[src/rtl/serial_subtractor_pkg.sv]
// serial_subtractor shared definitions:
// state encoding and bit-counter sizing.
package serial_subtractor_pkg;

  localparam logic [1:0] S_IDLE = 2'd0;
  localparam logic [1:0] S_RUN  = 2'd1;
  localparam logic [1:0] S_DONE = 2'd2;

  function automatic int cnt_w(input int width);
    return (width > 1) ? $clog2(width) : 1;
  endfunction

endpackage

[src/rtl/serial_subtractor_if.sv]
// Operand and result handshakes of the
// bit-serial subtractor.
interface serial_subtractor_if #(
  parameter int WIDTH = 8
);

  logic             in_valid;
  logic             in_ready;
  logic [WIDTH-1:0] a;
  logic [WIDTH-1:0] b;
  logic             bin;
  logic             out_valid;
  logic             out_ready;
  logic [WIDTH-1:0] diff;
  logic             bout;
  logic             zero;

  modport master (
    output in_valid, a, b, bin, out_ready,
    input  in_ready, out_valid, diff, bout, zero
  );

  modport slave (
    input  in_valid, a, b, bin, out_ready,
    output in_ready, out_valid, diff, bout, zero
  );

endinterface

[src/rtl/serial_subtractor_cell.sv]
// Half and full subtractor cells, shaped
// like the ripple full-adder cell.
module half_subtractor (
  input  logic x,
  input  logic y,
  output logic d,
  output logic bout
);

  assign d    = x ^ y;
  assign bout = ~x & y;

endmodule

module full_subtractor (
  input  logic x,
  input  logic y,
  input  logic bin,
  output logic d,
  output logic bout
);

  logic d1;
  logic b1;
  logic b2;

  half_subtractor u_hs1 (
    .x    (x),
    .y    (y),
    .d    (d1),
    .bout (b1)
  );

  half_subtractor u_hs2 (
    .x    (d1),
    .y    (bin),
    .d    (d),
    .bout (b2)
  );

  assign bout = b1 | b2;

endmodule

[src/rtl/serial_subtractor.sv]
// Bit-serial a - b - bin, LSB first,
// one full-subtractor cell and a borrow flop.
module serial_subtractor
  import serial_subtractor_pkg::*;
#(
  parameter int WIDTH = 8
) (
  input logic               clk,
  input logic               rst_n,
  serial_subtractor_if.slave bus
);

  localparam int CW = cnt_w(WIDTH);
  localparam logic [CW-1:0] LAST = CW'(WIDTH - 1);

  logic [1:0]       state;
  logic [WIDTH-1:0] a_sh;
  logic [WIDTH-1:0] b_sh;
  logic [WIDTH-2:0] res;
  logic [WIDTH-1:0] res_full;
  logic [WIDTH-1:0] diff_q;
  logic [CW-1:0]    cnt;
  logic             borrow;
  logic             bout_q;
  logic             zero_q;
  logic             rdy_q;
  logic             d;
  logic             bo;
  logic             accept;

  full_subtractor u_fs (
    .x    (a_sh[0]),
    .y    (b_sh[0]),
    .bin  (borrow),
    .d    (d),
    .bout (bo)
  );

  // res keeps only the upper bits; the new bit completes it
  assign res_full = {d, res};
  assign accept   = rdy_q & bus.in_valid;

  always_ff @(posedge clk or negedge rst_n) begin
    if (!rst_n) begin
      state  <= S_IDLE;
      a_sh   <= '0;
      b_sh   <= '0;
      res    <= '0;
      diff_q <= '0;
      cnt    <= '0;
      borrow <= 1'b0;
      bout_q <= 1'b0;
      zero_q <= 1'b0;
      rdy_q  <= 1'b0;
    end else begin
      unique case (1'b1)
        (state == S_IDLE): begin
          rdy_q <= ~accept;
          if (accept) begin
            a_sh   <= bus.a;
            b_sh   <= bus.b;
            borrow <= bus.bin;
            cnt    <= '0;
            state  <= S_RUN;
          end
        end
        (state == S_RUN): begin
          a_sh   <= {1'b0, a_sh[WIDTH-1:1]};
          b_sh   <= {1'b0, b_sh[WIDTH-1:1]};
          res    <= res_full[WIDTH-1:1];
          borrow <= bo;
          cnt    <= cnt + CW'(1);
          if (cnt == LAST) begin
            diff_q <= res_full;
            bout_q <= bo;
            zero_q <= ~|res_full;
            state  <= S_DONE;
          end
        end
        (state == S_DONE): begin
          if (bus.out_ready) begin
            rdy_q <= 1'b1;
            state <= S_IDLE;
          end
        end
        default: state <= S_IDLE;
      endcase
    end
  end

  assign bus.in_ready  = rdy_q;
  assign bus.out_valid = (state == S_DONE);
  assign bus.diff      = diff_q;
  assign bus.bout      = bout_q;
  assign bus.zero      = zero_q;

endmodule

[src/flat_wrapper.sv]
// flat-port wrapper written by rule: the top's interface ports become plain ports
module serial_subtractor_flat import serial_subtractor_pkg::*;
#(
  parameter int WIDTH = 8
)
  (clk, rst_n, bus_in_valid, bus_a, bus_b, bus_bin, bus_out_ready, bus_in_ready, bus_out_valid, bus_diff, bus_bout, bus_zero);
  serial_subtractor_if #(.WIDTH(WIDTH)) bus_i ();
  input logic clk;
  input logic rst_n;
  input wire logic [$bits(bus_i.in_valid)-1:0] bus_in_valid;
  input wire logic [$bits(bus_i.a)-1:0] bus_a;
  input wire logic [$bits(bus_i.b)-1:0] bus_b;
  input wire logic [$bits(bus_i.bin)-1:0] bus_bin;
  input wire logic [$bits(bus_i.out_ready)-1:0] bus_out_ready;
  output wire logic [$bits(bus_i.in_ready)-1:0] bus_in_ready;
  output wire logic [$bits(bus_i.out_valid)-1:0] bus_out_valid;
  output wire logic [$bits(bus_i.diff)-1:0] bus_diff;
  output wire logic [$bits(bus_i.bout)-1:0] bus_bout;
  output wire logic [$bits(bus_i.zero)-1:0] bus_zero;
  assign bus_i.in_valid = bus_in_valid;
  assign bus_i.a = bus_a;
  assign bus_i.b = bus_b;
  assign bus_i.bin = bus_bin;
  assign bus_i.out_ready = bus_out_ready;
  assign bus_in_ready = bus_i.in_ready;
  assign bus_out_valid = bus_i.out_valid;
  assign bus_diff = bus_i.diff;
  assign bus_bout = bus_i.bout;
  assign bus_zero = bus_i.zero;
  serial_subtractor #(.WIDTH(WIDTH)) u_core (.clk(clk), .rst_n(rst_n), .bus(bus_i));
endmodule
[config.mk]
export PLATFORM = sky130hd
export DESIGN_NAME = serial_subtractor_flat
export DESIGN_NICKNAME = d
export VERILOG_FILES = /design/src/rtl/serial_subtractor_pkg.sv /design/src/rtl/serial_subtractor_if.sv /design/src/rtl/serial_subtractor_cell.sv /design/src/rtl/serial_subtractor.sv /design/src/flat_wrapper.sv
export SDC_FILE = /design/constraint.sdc
export NUM_CORES = 1
export LEC_CHECK = 0
export CAP_MARGIN = 0
export CORE_MARGIN = 4
export CORE_UTILIZATION = 40
export CTS_CLUSTER_SIZE = 12
export DETAILED_ROUTE_END_ITERATION = 10
export GPL_TIMING_DRIVEN = 0
export HOLD_SLACK_MARGIN = 0.03
export SLEW_MARGIN = 5
export SYNTH_ARGS = -nofsm -noshare
export SYNTH_HDL_FRONTEND = slang
export SYNTH_SLANG_ARGS = --single-unit
export TNS_END_PERCENT = 50
[constraint.sdc]
create_clock -name clk -period 1.95 [get_ports clk]
set_input_delay 0.4875 -clock clk [delete_from_list [all_inputs] [get_ports clk]]
set_output_delay 0.4875 -clock clk [all_outputs]
set_load 0.01 [all_outputs]
==> out/qor.csv, run 1 <==
stage,metric,value,unit
placed_design,hpwl,2380,um
timing,hold_viol_final,0,
yosys,synth_cells,140,
routing,first_pass_iters,5,
yosys,async_reset_ff_share,100,%
critical_path,cp-start-kind,flop,
timing,grt_setup_unrepaired,false,
timing,fin_ws,0.123,ns
yosys,ys_ff_latch,40,
critical_path,r2r_setup_slack,0.21,ns
yosys,synth_fp_nets,164,
layout,antenna_cells,0,
global_route,grt-ovfl-total,0,
layout,final_cell_area,0.00225,mm^2
power_and_ir_drop,leakage,1.02,nW
floorplan,ios,33,
critical_path,startpoint,u_core.bus.in_ready,
critical_path,path_class,flop to primary output,
routing,drtIter0Drc,108,
cts,cts-root-buf,clkbuf_8,
yosys,synth-edff-count,0,
critical_path,reg2regPathDepth,5,
critical_path,path_max_fanout,6,
cts,htreeDepth,2,
yosys,ys.flop_type,dfrtp_1,
layout,final_common_cell,dfrtp_1,
timing,maxSlewViolCount,0,
run_status,status,"finished, final reports clean",
yosys,synth_warnings,0,
routing,via_per_inst,5.17,
layout,final_util,54.7,%
cts,postCtsHoldBufs,0,
critical_path,path_delay_family,buffers and inverters,
timing,period_needed,1.83,ns
placed_design,dpl_cell_area,0.00214,mm^2
timing,fin_crit_sh,93.7,%
critical_path,crit_required,1.46,ns
layout,layout.nets,206,
routing,routed-via-count,1200,
cts,clk_latency,0.29,ns
yosys,syn_area,0.00174,mm^2
global_route,grt_max_degree,28,
critical_path,rr_startpoint,u_core.cnt[0],
timing,hold_slack,0.0922,ns
yosys,synth.yosys.seq_area_share,57.6,%
floorplan,rows,23,
routing,drcViolationCount,0,
timing,tightest_slew,0.536,ns
timing,setup_viol,0,
floorplan,start_util,42.3,%
layout,drive_gt1_share,23.6,%
cts,clk_pin_slew,0.07,ns
floorplan,die_y,73.9,um
routing,post_drt_wl_per_cell,14.5,um
cts,cts_buffers,5,
job,drv_cap,0,
cts,cts_buffer_depth,2,
layout,final_cell_mix,"dfrtp_1 (39), clkdlybuf4s50_1 (30), inv_1 (19), mux2_2 (15), o21ai_0 (9)",
floorplan,core_area,0.00412,mm^2
timing,relSlewSlack,64.2,%
yosys,synthDistinctLibCells,26,
global_route,first_global_vias,1266,
critical_path,cpMaxStageDelayCell,clkdlybuf4s50_1,
routing,ant_nets,0,
timing,finClkSkew,0.00274,ns
critical_path,crit_chain,clkdlybuf4s50_1,
cts,clock_sinks,40,
critical_path,crit_arrival,1.34,ns
routing,wl,3370,um
global_route,grt_antenna_before_repair,0,
timing,max_freq,547,MHz
placed_design,port_buffers,32,
critical_path,worst_r2r_endpoint,u_core.bus.diff[3],
placed_design,dpl_worst_slack,-0.00376,ns
floorplan,die_width,73.9,um
critical_path,max_stage_delay,0.59,ns
power_and_ir_drop,power.density,1530,mW/mm^2
floorplan,die_area,0.00547,mm^2
cts,cts_tree,done,
critical_path,path_buf_inv,1,
layout,areaGrowthSynthToFinish,29.5,%
min_path,hold_class,input pin to async pin,
placed_design,gp_congestion,0.775,
yosys,postSynthAreaPerCell,12.4,um^2
power_and_ir_drop,peakVddDrop,0.541,mV
global_route,grt_usage,14.5,%
global_route,grt_pass1_wl,5910,um
critical_path,end_kind,primary output,
[what timing repair did]
item | in CTS | in global routing
setup endpoints to repair | 1 | 0
resized for setup | 4 | 0
buffers inserted | 2 | 0
[final cells by class]
class                           count  area, um^2
Tap cell                           50        62.6
Fill cell                         365        1860
Buffer                              6        47.5
Inverter                           19        71.3
Sequential cell                    40        1000
Multi-Input combinational cell     75         623
Clock buffer                        7        96.3
Timing Repair Buffer               35         349
[registers in the layout, summed over array words and instances (netlist names)]
signal               cells
u_core.a_sh              8
u_core.b_sh              8
u_core.borrow            1
u_core.bus.bout          1
u_core.bus.diff          8
u_core.bus.in_ready      1
u_core.bus.zero          1
u_core.cnt               3
u_core.res               7
u_core.state             2
[power breakdown]
group | internal (mW) | switching, mW
Sequential | 1.22 | 0.220
Clock | 0.315 | 0.272
Combinational | 0.806 | 0.606
Total | 2.34 | 1.10
[cells by family after synthesis]
logic type	share of synthesized area [%]
adders and majority gates	2.59
AOI/OAI and AO/OA	13.8
DFF	57.6
muxes	9.71
and+or+nand+nor	9.71
buffers and inverters	6.62
[per-layer routing]
| metal | vias up | wire length [um] | global-route usage (%) | share of wire (%) |
|---|---|---|---|---|
| li1 | 577 | - | - | - |
| met3 | 5 | 189 | 4.73 | 5.6 |
| met1 | 584 | 1500 | 19.2 | 45 |
| met5 | - | 0 | 0 | 0 |
| met2 | 34 | 1640 | 21.9 | 49 |
| met4 | 0 | 38 | 6.04 | 1.1 |
[per-stage QoR]
step	power, mW	cells	setup TNS, ns
floorplan	2.37	140	0
global placement	2.82	222	-21.90
detailed placement	2.88	223	-0.00700
CTS	3.50	232	0
global route	3.73	232	0
finish	3.44	232	0
[worst max path at each step]
| stage | endpoint | depth (start not counted) |
|---|---|---|
| 4_1_cts | bus_in_ready | 1 |
| 5_1_grt | bus_in_ready | 1 |
| 6_report | bus_in_ready | 1 |
| 3_3_place_gp | u_core.a_sh[4] | 1 |
| 3_5_place_dp | u_core.a_sh[1] | 4 |
| 2_1_floorplan | u_core.bus.diff[2] | 5 |
[synth_stat cells, types with 3 or more instances]
library cell	number	area [um^2]
dfrtp_1	40	1000
inv_1	19	71.3
mux2_2	15	169
o21ai_0	9	45.0
a222oi_1	7	70.1
nand2_1	7	26.3
o221a_2	7	78.8
or2b_1	7	52.6
a21oi_1	4	20.0
nor2_1	3	11.3
No activity file was read; power rests on OpenSTA's default activity.
==> run 2: changes to the inputs <==
--- a/config.mk
+++ b/config.mk
@@ -8,10 +8,11 @@
 export CAP_MARGIN = 0
 export CORE_MARGIN = 4
 export CORE_UTILIZATION = 40
+export CTS_CLUSTER_DIAMETER = 100
 export CTS_CLUSTER_SIZE = 12
 export DETAILED_ROUTE_END_ITERATION = 10
 export GPL_TIMING_DRIVEN = 0
-export HOLD_SLACK_MARGIN = 0.03
+export RECOVER_POWER = 50
 export SLEW_MARGIN = 5
 export SYNTH_ARGS = -nofsm -noshare
 export SYNTH_HDL_FRONTEND = slang
==> run 2 against run 1 <==
Die area unchanged. Combinational power hardly changed. Clock power about the same. Sequential share of layout area increased by 0.42 points. Register-to-register slack about the same. Routed wire length about the same. Flip-flop and latch count stayed put. Clock skew is essentially flat.
==> out/qor.csv, run 2 (synthesis results as in run 1) <==
stage,metric,value,unit,change
run_status,status,"finished, final reports clean",,unchanged
floorplan,core_area,0.00412,mm^2,unchanged
layout,seqCellArea,0.00100,mm^2,unchanged
critical_path,max_stage_delay,0.59,ns,about the same
timing,fin_crit_sh,93.5,%,was 93.7%
cts,clk_latency,0.29,ns,about the same
cts,clock_sinks,40,,unchanged
timing,relSlewSlack,50.6,%,was 64.2%
critical_path,path_max_fanout,6,,unchanged
timing,finClkSkew,0.00228,ns,was 0.00274 ns
routing,drtIter0Drc,99,,was 108
cts,postCtsHoldBufs,0,,unchanged
placed_design,port_buffers,32,,unchanged
timing,tightest_slew,0.740,ns,was 0.536 ns
min_path,hold_class,input pin to async pin,,unchanged
global_route,grt_usage,14.5,%,unchanged
global_route,grt_max_degree,28,,unchanged
routing,ant_nets,0,,unchanged
critical_path,reg2regPathDepth,5,,unchanged
floorplan,die_y,73.9,um,unchanged
critical_path,crit_arrival,1.34,ns,about the same
layout,areaGrowthSynthToFinish,28.3,%,was 29.5%
critical_path,r2r_setup_slack,0.21,ns,about the same
routing,routed-via-count,1198,,was 1200
critical_path,path_buf_inv,1,,unchanged
placed_design,gp_congestion,0.775,,unchanged
critical_path,crit_required,1.46,ns,about the same
timing,setup_viol,0,,unchanged
global_route,grt_antenna_before_repair,0,,unchanged
floorplan,die_area,0.00547,mm^2,unchanged
cts,htreeDepth,2,,unchanged
power_and_ir_drop,power.density,1530,mW/mm^2,about the same
layout,final_cell_mix,"dfrtp_1 (39), clkdlybuf4s50_1 (29), inv_1 (19), mux2_2 (15), o21ai_0 (9)",,"was dfrtp_1 (39), clkdlybuf4s50_1 (30), inv_1 (19), mux2_2 (15), o21ai_0 (9)"
cts,cts_buffers,5,,unchanged
routing,wl,3370,um,about the same
floorplan,rows,23,,unchanged
routing,first_pass_iters,6,,was 5
timing,period_needed,1.82,ns,was 1.83 ns
floorplan,ios,33,,unchanged
critical_path,end_kind,primary output,,unchanged
cts,clk_pin_slew,0.07,ns,about the same
timing,fin_ws,0.127,ns,was 0.123 ns
routing,via_per_inst,5.16,,was 5.17
critical_path,path_delay_family,buffers and inverters,,unchanged
job,drv_cap,0,,unchanged
global_route,first_global_vias,1266,,unchanged
layout,num-fill-cells,369,,was 365
critical_path,worst_r2r_endpoint,u_core.bus.diff[3],,unchanged
critical_path,crit_chain,clkdlybuf4s50_1,,unchanged
power_and_ir_drop,peakVddDrop,0.540,mV,was 0.541 mV
floorplan,die_width,73.9,um,unchanged
routing,drcViolationCount,0,,unchanged
critical_path,cpMaxStageDelayCell,clkdlybuf4s50_1,,unchanged
critical_path,cp-start-kind,flop,,unchanged
global_route,grt_pass1_wl,5910,um,unchanged
timing,maxSlewViolCount,0,,unchanged
layout,drive_gt1_share,22.0,%,was 23.6%
layout,final_util,54.2,%,was 54.7%
global_route,grt-ovfl-total,0,,unchanged
routing,post_drt_wl_per_cell,14.5,um,about the same
timing,hold_viol_final,0,,unchanged
power_and_ir_drop,leakage,1.01,nW,was 1.02 nW
cts,cts_tree,done,,unchanged
layout,antenna_cells,0,,unchanged
floorplan,start_util,42.3,%,unchanged
critical_path,rr_startpoint,u_core.cnt[0],,unchanged
placed_design,dpl_worst_slack,-0.00376,ns,unchanged
layout,final_common_cell,dfrtp_1,,unchanged
cts,cts_buffer_depth,2,,unchanged
placed_design,hpwl,2380,um,unchanged
critical_path,path_class,flop to primary output,,unchanged
cts,cts-root-buf,clkbuf_8,,unchanged
layout,multiInputGateArea,623,um^2,unchanged
timing,max_freq,549,MHz,was 547 MHz
layout,layout.nets,206,,unchanged
timing,grt_setup_unrepaired,false,,unchanged
-- run 2: changes by cell type in the layout (fill, tap and decap cells not counted), sizes merged --
cell           previous run  this run
buf                       9         5
clkdlybuf4s50            30        29
dlygate4sd3               0         1
clkbuf                    8        12
-- run 2: through the flow --
| stage | hold WS, ns | TNS (ns) | cell area, um^2 | total power [mW] | instances |
|---|---|---|---|---|---|
| floorplan | 0.192 | 0 | 1740 | 2.37 | 140 |
| finish | 0.231 | 0 | 2230 | 3.42 | 232 |
| CTS | 0.0964 | 0 | 2250 | 3.50 | 232 |
| global placement | 0.463 | -21.90 | 2120 | 2.82 | 222 |
| global route | 0.323 | 0 | 2230 | 3.71 | 232 |
| detailed placement | 0.414 | -0.00700 | 2140 | 2.88 | 223 |
-- run 2: routing by layer --
layer | GRT usage (%) | part of all wire (%)
met1 | 19.2 | 45
met2 | 21.9 | 49
met3 | 4.73 | 5.4
met4 | 6.04 | 1.1
met5 | 0 | 0
-- run 2: worst register-to-register path, stage by stage (launching register included) --
cell and delay, ns:
dfrtp_1 0.39, ha_1 0.20, ha_1 0.19, nand3b_1 0.19, buf_2 0.28, mux2_2 0.37
-- run 2: repair_timing --
item,4_1_cts,5_1_grt
resized for setup,4,0
setup buffers,2,0
setup endpoints to repair,1,0
-- run 2: worst max-delay path by stage --
stage	from	end	slack, ns	cells past startpoint
4_1_cts	u_core.bus.in_ready	bus_in_ready	0.11	1
3_3_place_gp	rst_n	u_core.a_sh[4]	-0.55	1
5_1_grt	u_core.bus.in_ready	bus_in_ready	0.07	1
6_report	u_core.bus.in_ready	bus_in_ready	0.13	1
3_5_place_dp	bus_in_valid	u_core.a_sh[1]	-0.004	4
2_1_floorplan	u_core.cnt[0]	u_core.bus.diff[2]	0.40	5
-- run 2: area by class of cell --
class                   count  share of cell area, %
clock buffers               7                   4.32
plain buffers               6                   2.08
flip-flops and latches     40                   44.9
multi-input cells          75                   27.9
repair buffers             35                   14.8
well taps                  50                   2.80
inverters                  19                   3.20
-- run 2: power by group --
part	internal, mW	switching [mW]
registers	1.22	0.219
clock network	0.315	0.270
logic	0.789	0.606
total	2.33	1.10
==> run 3: changes to the inputs <==
--- a/config.mk
+++ b/config.mk
@@ -7,11 +7,12 @@
 export LEC_CHECK = 0
 export CAP_MARGIN = 0
 export CORE_MARGIN = 4
-export CORE_UTILIZATION = 40
+export CORE_UTILIZATION = 51
 export CTS_CLUSTER_DIAMETER = 100
 export CTS_CLUSTER_SIZE = 12
 export DETAILED_ROUTE_END_ITERATION = 10
 export GPL_TIMING_DRIVEN = 0
+export PLACE_DENSITY = 0.78
 export RECOVER_POWER = 50
 export SLEW_MARGIN = 5
 export SYNTH_ARGS = -nofsm -noshare
==> run 3 against run 2 <==
Clock power decreased by 28%. Final cell count is 2.6% lower. Combinational power about the same. Via count is 3.5% higher. Non-clock buffer count shrank 1. Sequential power about the same. Routed wire length down 5.0%. Global-route usage rose by 2.7 points. Critical path depth unchanged. Flip-flop and latch count is the same. Sequential share of layout area is 0.93 points higher. Worst hold slack gained 0.055 ns. Critical path type unchanged. Critical endpoint unchanged. Largest cell class unchanged.
==> out/qor.csv, run 3 (synthesis results as in run 1) <==
stage,metric,value,unit,change
run_status,status,"finished, final reports clean",,unchanged
cts,clock_sinks,40,,unchanged
global_route,grt_max_degree,41,,was 28
timing,period_needed,1.80,ns,was 1.82 ns
critical_path,crit_required,1.46,ns,about the same
global_route,first_global_vias,1287,,was 1266
critical_path,cp-start-kind,flop,,unchanged
timing,max_freq,554,MHz,was 549 MHz
placed_design,port_buffers,32,,unchanged
critical_path,max_stage_delay,0.55,ns,was 0.59 ns
timing,maxSlewViolCount,0,,unchanged
global_route,grt-ovfl-total,0,,unchanged
power_and_ir_drop,leakage,0.997,nW,was 1.01 nW
critical_path,cpMaxStageDelayCell,clkdlybuf4s50_1,,unchanged
routing,first_pass_iters,6,,unchanged
layout,final_cell_mix,"dfrtp_1 (38), clkdlybuf4s50_1 (29), inv_1 (19), mux2_2 (15), o21ai_0 (9)",,"was dfrtp_1 (39), clkdlybuf4s50_1 (29), inv_1 (19), mux2_2 (15), o21ai_0 (9)"
power_and_ir_drop,power.density,1490,mW/mm^2,was 1530 mW/mm^2
layout,layout.nets,205,,was 206
cts,cts-root-buf,clkbuf_4,,was clkbuf_8
timing,fin_crit_sh,92.5,%,was 93.5%
timing,fin_setup_tns,0,ns,unchanged
layout,areaGrowthSynthToFinish,25.8,%,was 28.3%
power_and_ir_drop,peakVddDrop,0.778,mV,was 0.540 mV
critical_path,path_max_fanout,6,,unchanged
critical_path,path_class,flop to primary output,,unchanged
routing,drtIter0Drc,98,,was 99
cts,htreeDepth,2,,unchanged
min_path,hold_class,input pin to async pin,,unchanged
floorplan,start_util,55.2,%,was 42.3%
timing,finClkSkew,0.00751,ns,was 0.00228 ns
layout,drive_gt1_share,22.5,%,was 22.0%
layout,antenna_cells,0,,unchanged
floorplan,core_area,0.00315,mm^2,was 0.00412 mm^2
global_route,grt_antenna_before_repair,0,,unchanged
timing,relSlewSlack,36.4,%,was 50.6%
routing,drcViolationCount,0,,unchanged
timing,setup_viol,0,,unchanged
critical_path,path_delay_family,buffers and inverters,,unchanged
cts,postCtsHoldBufs,0,,unchanged
floorplan,rows,20,,was 23
cts,clk_latency,0.33,ns,was 0.29 ns
layout,final_cell_area,0.00219,mm^2,was 0.00223 mm^2
job,drv_cap,0,,unchanged
routing,ant_nets,0,,unchanged
critical_path,crit_chain,clkdlybuf4s50_1,,unchanged
floorplan,die_area,0.00441,mm^2,was 0.00547 mm^2
floorplan,ios,33,,unchanged
cts,cts_buffers,5,,unchanged
global_route,grt_usage,17.2,%,was 14.5%
timing,grt_setup_unrepaired,false,,unchanged
floorplan,die_y,66.4,um,was 73.9 um
timing,hold_viol_final,0,,unchanged
placed_design,hpwl,2330,um,was 2380 um
routing,via_per_inst,5.49,,was 5.16
critical_path,startpoint,u_core.bus.in_ready,,unchanged
critical_path,end_kind,primary output,,unchanged
placed_design,gp_congestion,0.723,,was 0.775
global_route,grt_pass1_wl,5750,um,was 5910 um
critical_path,crit_arrival,1.32,ns,was 1.34 ns
routing,routed-via-count,1240,,was 1198
routing,post_drt_wl_per_cell,14.2,um,was 14.5 um
cts,cts_tree,done,,unchanged
floorplan,die_width,66.4,um,was 73.9 um
layout,final_common_cell,dfrtp_1,,unchanged
placed_design,dpl_cell_area,0.00211,mm^2,was 0.00214 mm^2
critical_path,path_buf_inv,1,,unchanged
cts,clk_pin_slew,0.11,ns,was 0.07 ns
cts,cts_buffer_depth,2,,unchanged
timing,tightest_slew,0.954,ns,was 0.740 ns
critical_path,rr_startpoint,u_core.cnt[0],,unchanged
routing,wl,3200,um,was 3370 um
## run 3: changes by cell type in the layout (fill, tap and decap cells not counted)
cell      delta
and4bb_1     +1
and4bb_4     -1
clkbuf_1     -1
clkbuf_4     +4
clkbuf_8     -5
clkinv_2     +2
dfrtp_1      -1
dfrtp_2      +1
## run 3: worst paths after layout
kind	to	slack, ns	cells after the start
max in group asynchronous	u_core.bus.in_ready	1.02	1
hold reg to reg	u_core.cnt[0]	0.50	1
setup reg to reg	u_core.bus.diff[2]	0.22	5
setup / recovery	bus_in_ready	0.15	1
hold / removal	u_core.res[2]	0.29	1
min in group clk	u_core.cnt[0]	0.50	1
## run 3: worst register-to-register path: stages (launching register included)
cell and delay (ns):
dfrtp_1 0.41, ha_1 0.21, ha_1 0.19, nand3b_1 0.19, buf_2 0.26, mux2_2 0.36
## run 3: metal layers
metal,routed length [um],global-route usage (%),vias up
met1,1350,21.1,612
met3,186,4.76,5
li1,-,-,578
met4,30,5.58,0
met2,1630,29.1,45
met5,0,0,-
## run 3: cell type report
cell class | instances | area, um^2
Clock buffer | 6 | 51.3
Fill cell | 251 | 965
Inverter | 19 | 71.3
Timing Repair Buffer | 34 | 325
Clock inverter | 2 | 10.0
Buffer | 6 | 52.6
Sequential cell | 40 | 1000
Multi-Input combinational cell | 75 | 619
Tap cell | 44 | 55.1
## run 3: timing repair
item                       4_1_cts  5_1_grt
setup endpoints to repair        1        1
resized for setup                5        1
buffers inserted                 2        0
## run 3: power by group
| part | internal, mW | switching (mW) |
|---|---|---|
| clock | 0.172 | 0.248 |
| combinational | 0.789 | 0.619 |
| sequential | 1.22 | 0.222 |
| total | 2.18 | 1.09 |
## run 3: per-stage QoR
| stage | cells | total power, mW | utilization, % | hold slack [ns] | worst slack [ns] |
|---|---|---|---|---|---|
| after global placement | 216 | 2.79 | 67.1 | 0.462 | -0.495 |
| after floorplan | 140 | 2.37 | - | 0.192 | 0.402 |
| after detailed placement | 216 | 2.86 | 66.9 | 0.490 | 0.00218 |
| after CTS | 226 | 3.32 | 69.6 | 0.270 | 0.0624 |
| after global routing | 226 | 3.55 | 69.4 | 0.358 | 0.0564 |
| final | 226 | 3.27 | 69.4 | 0.286 | 0.145 |
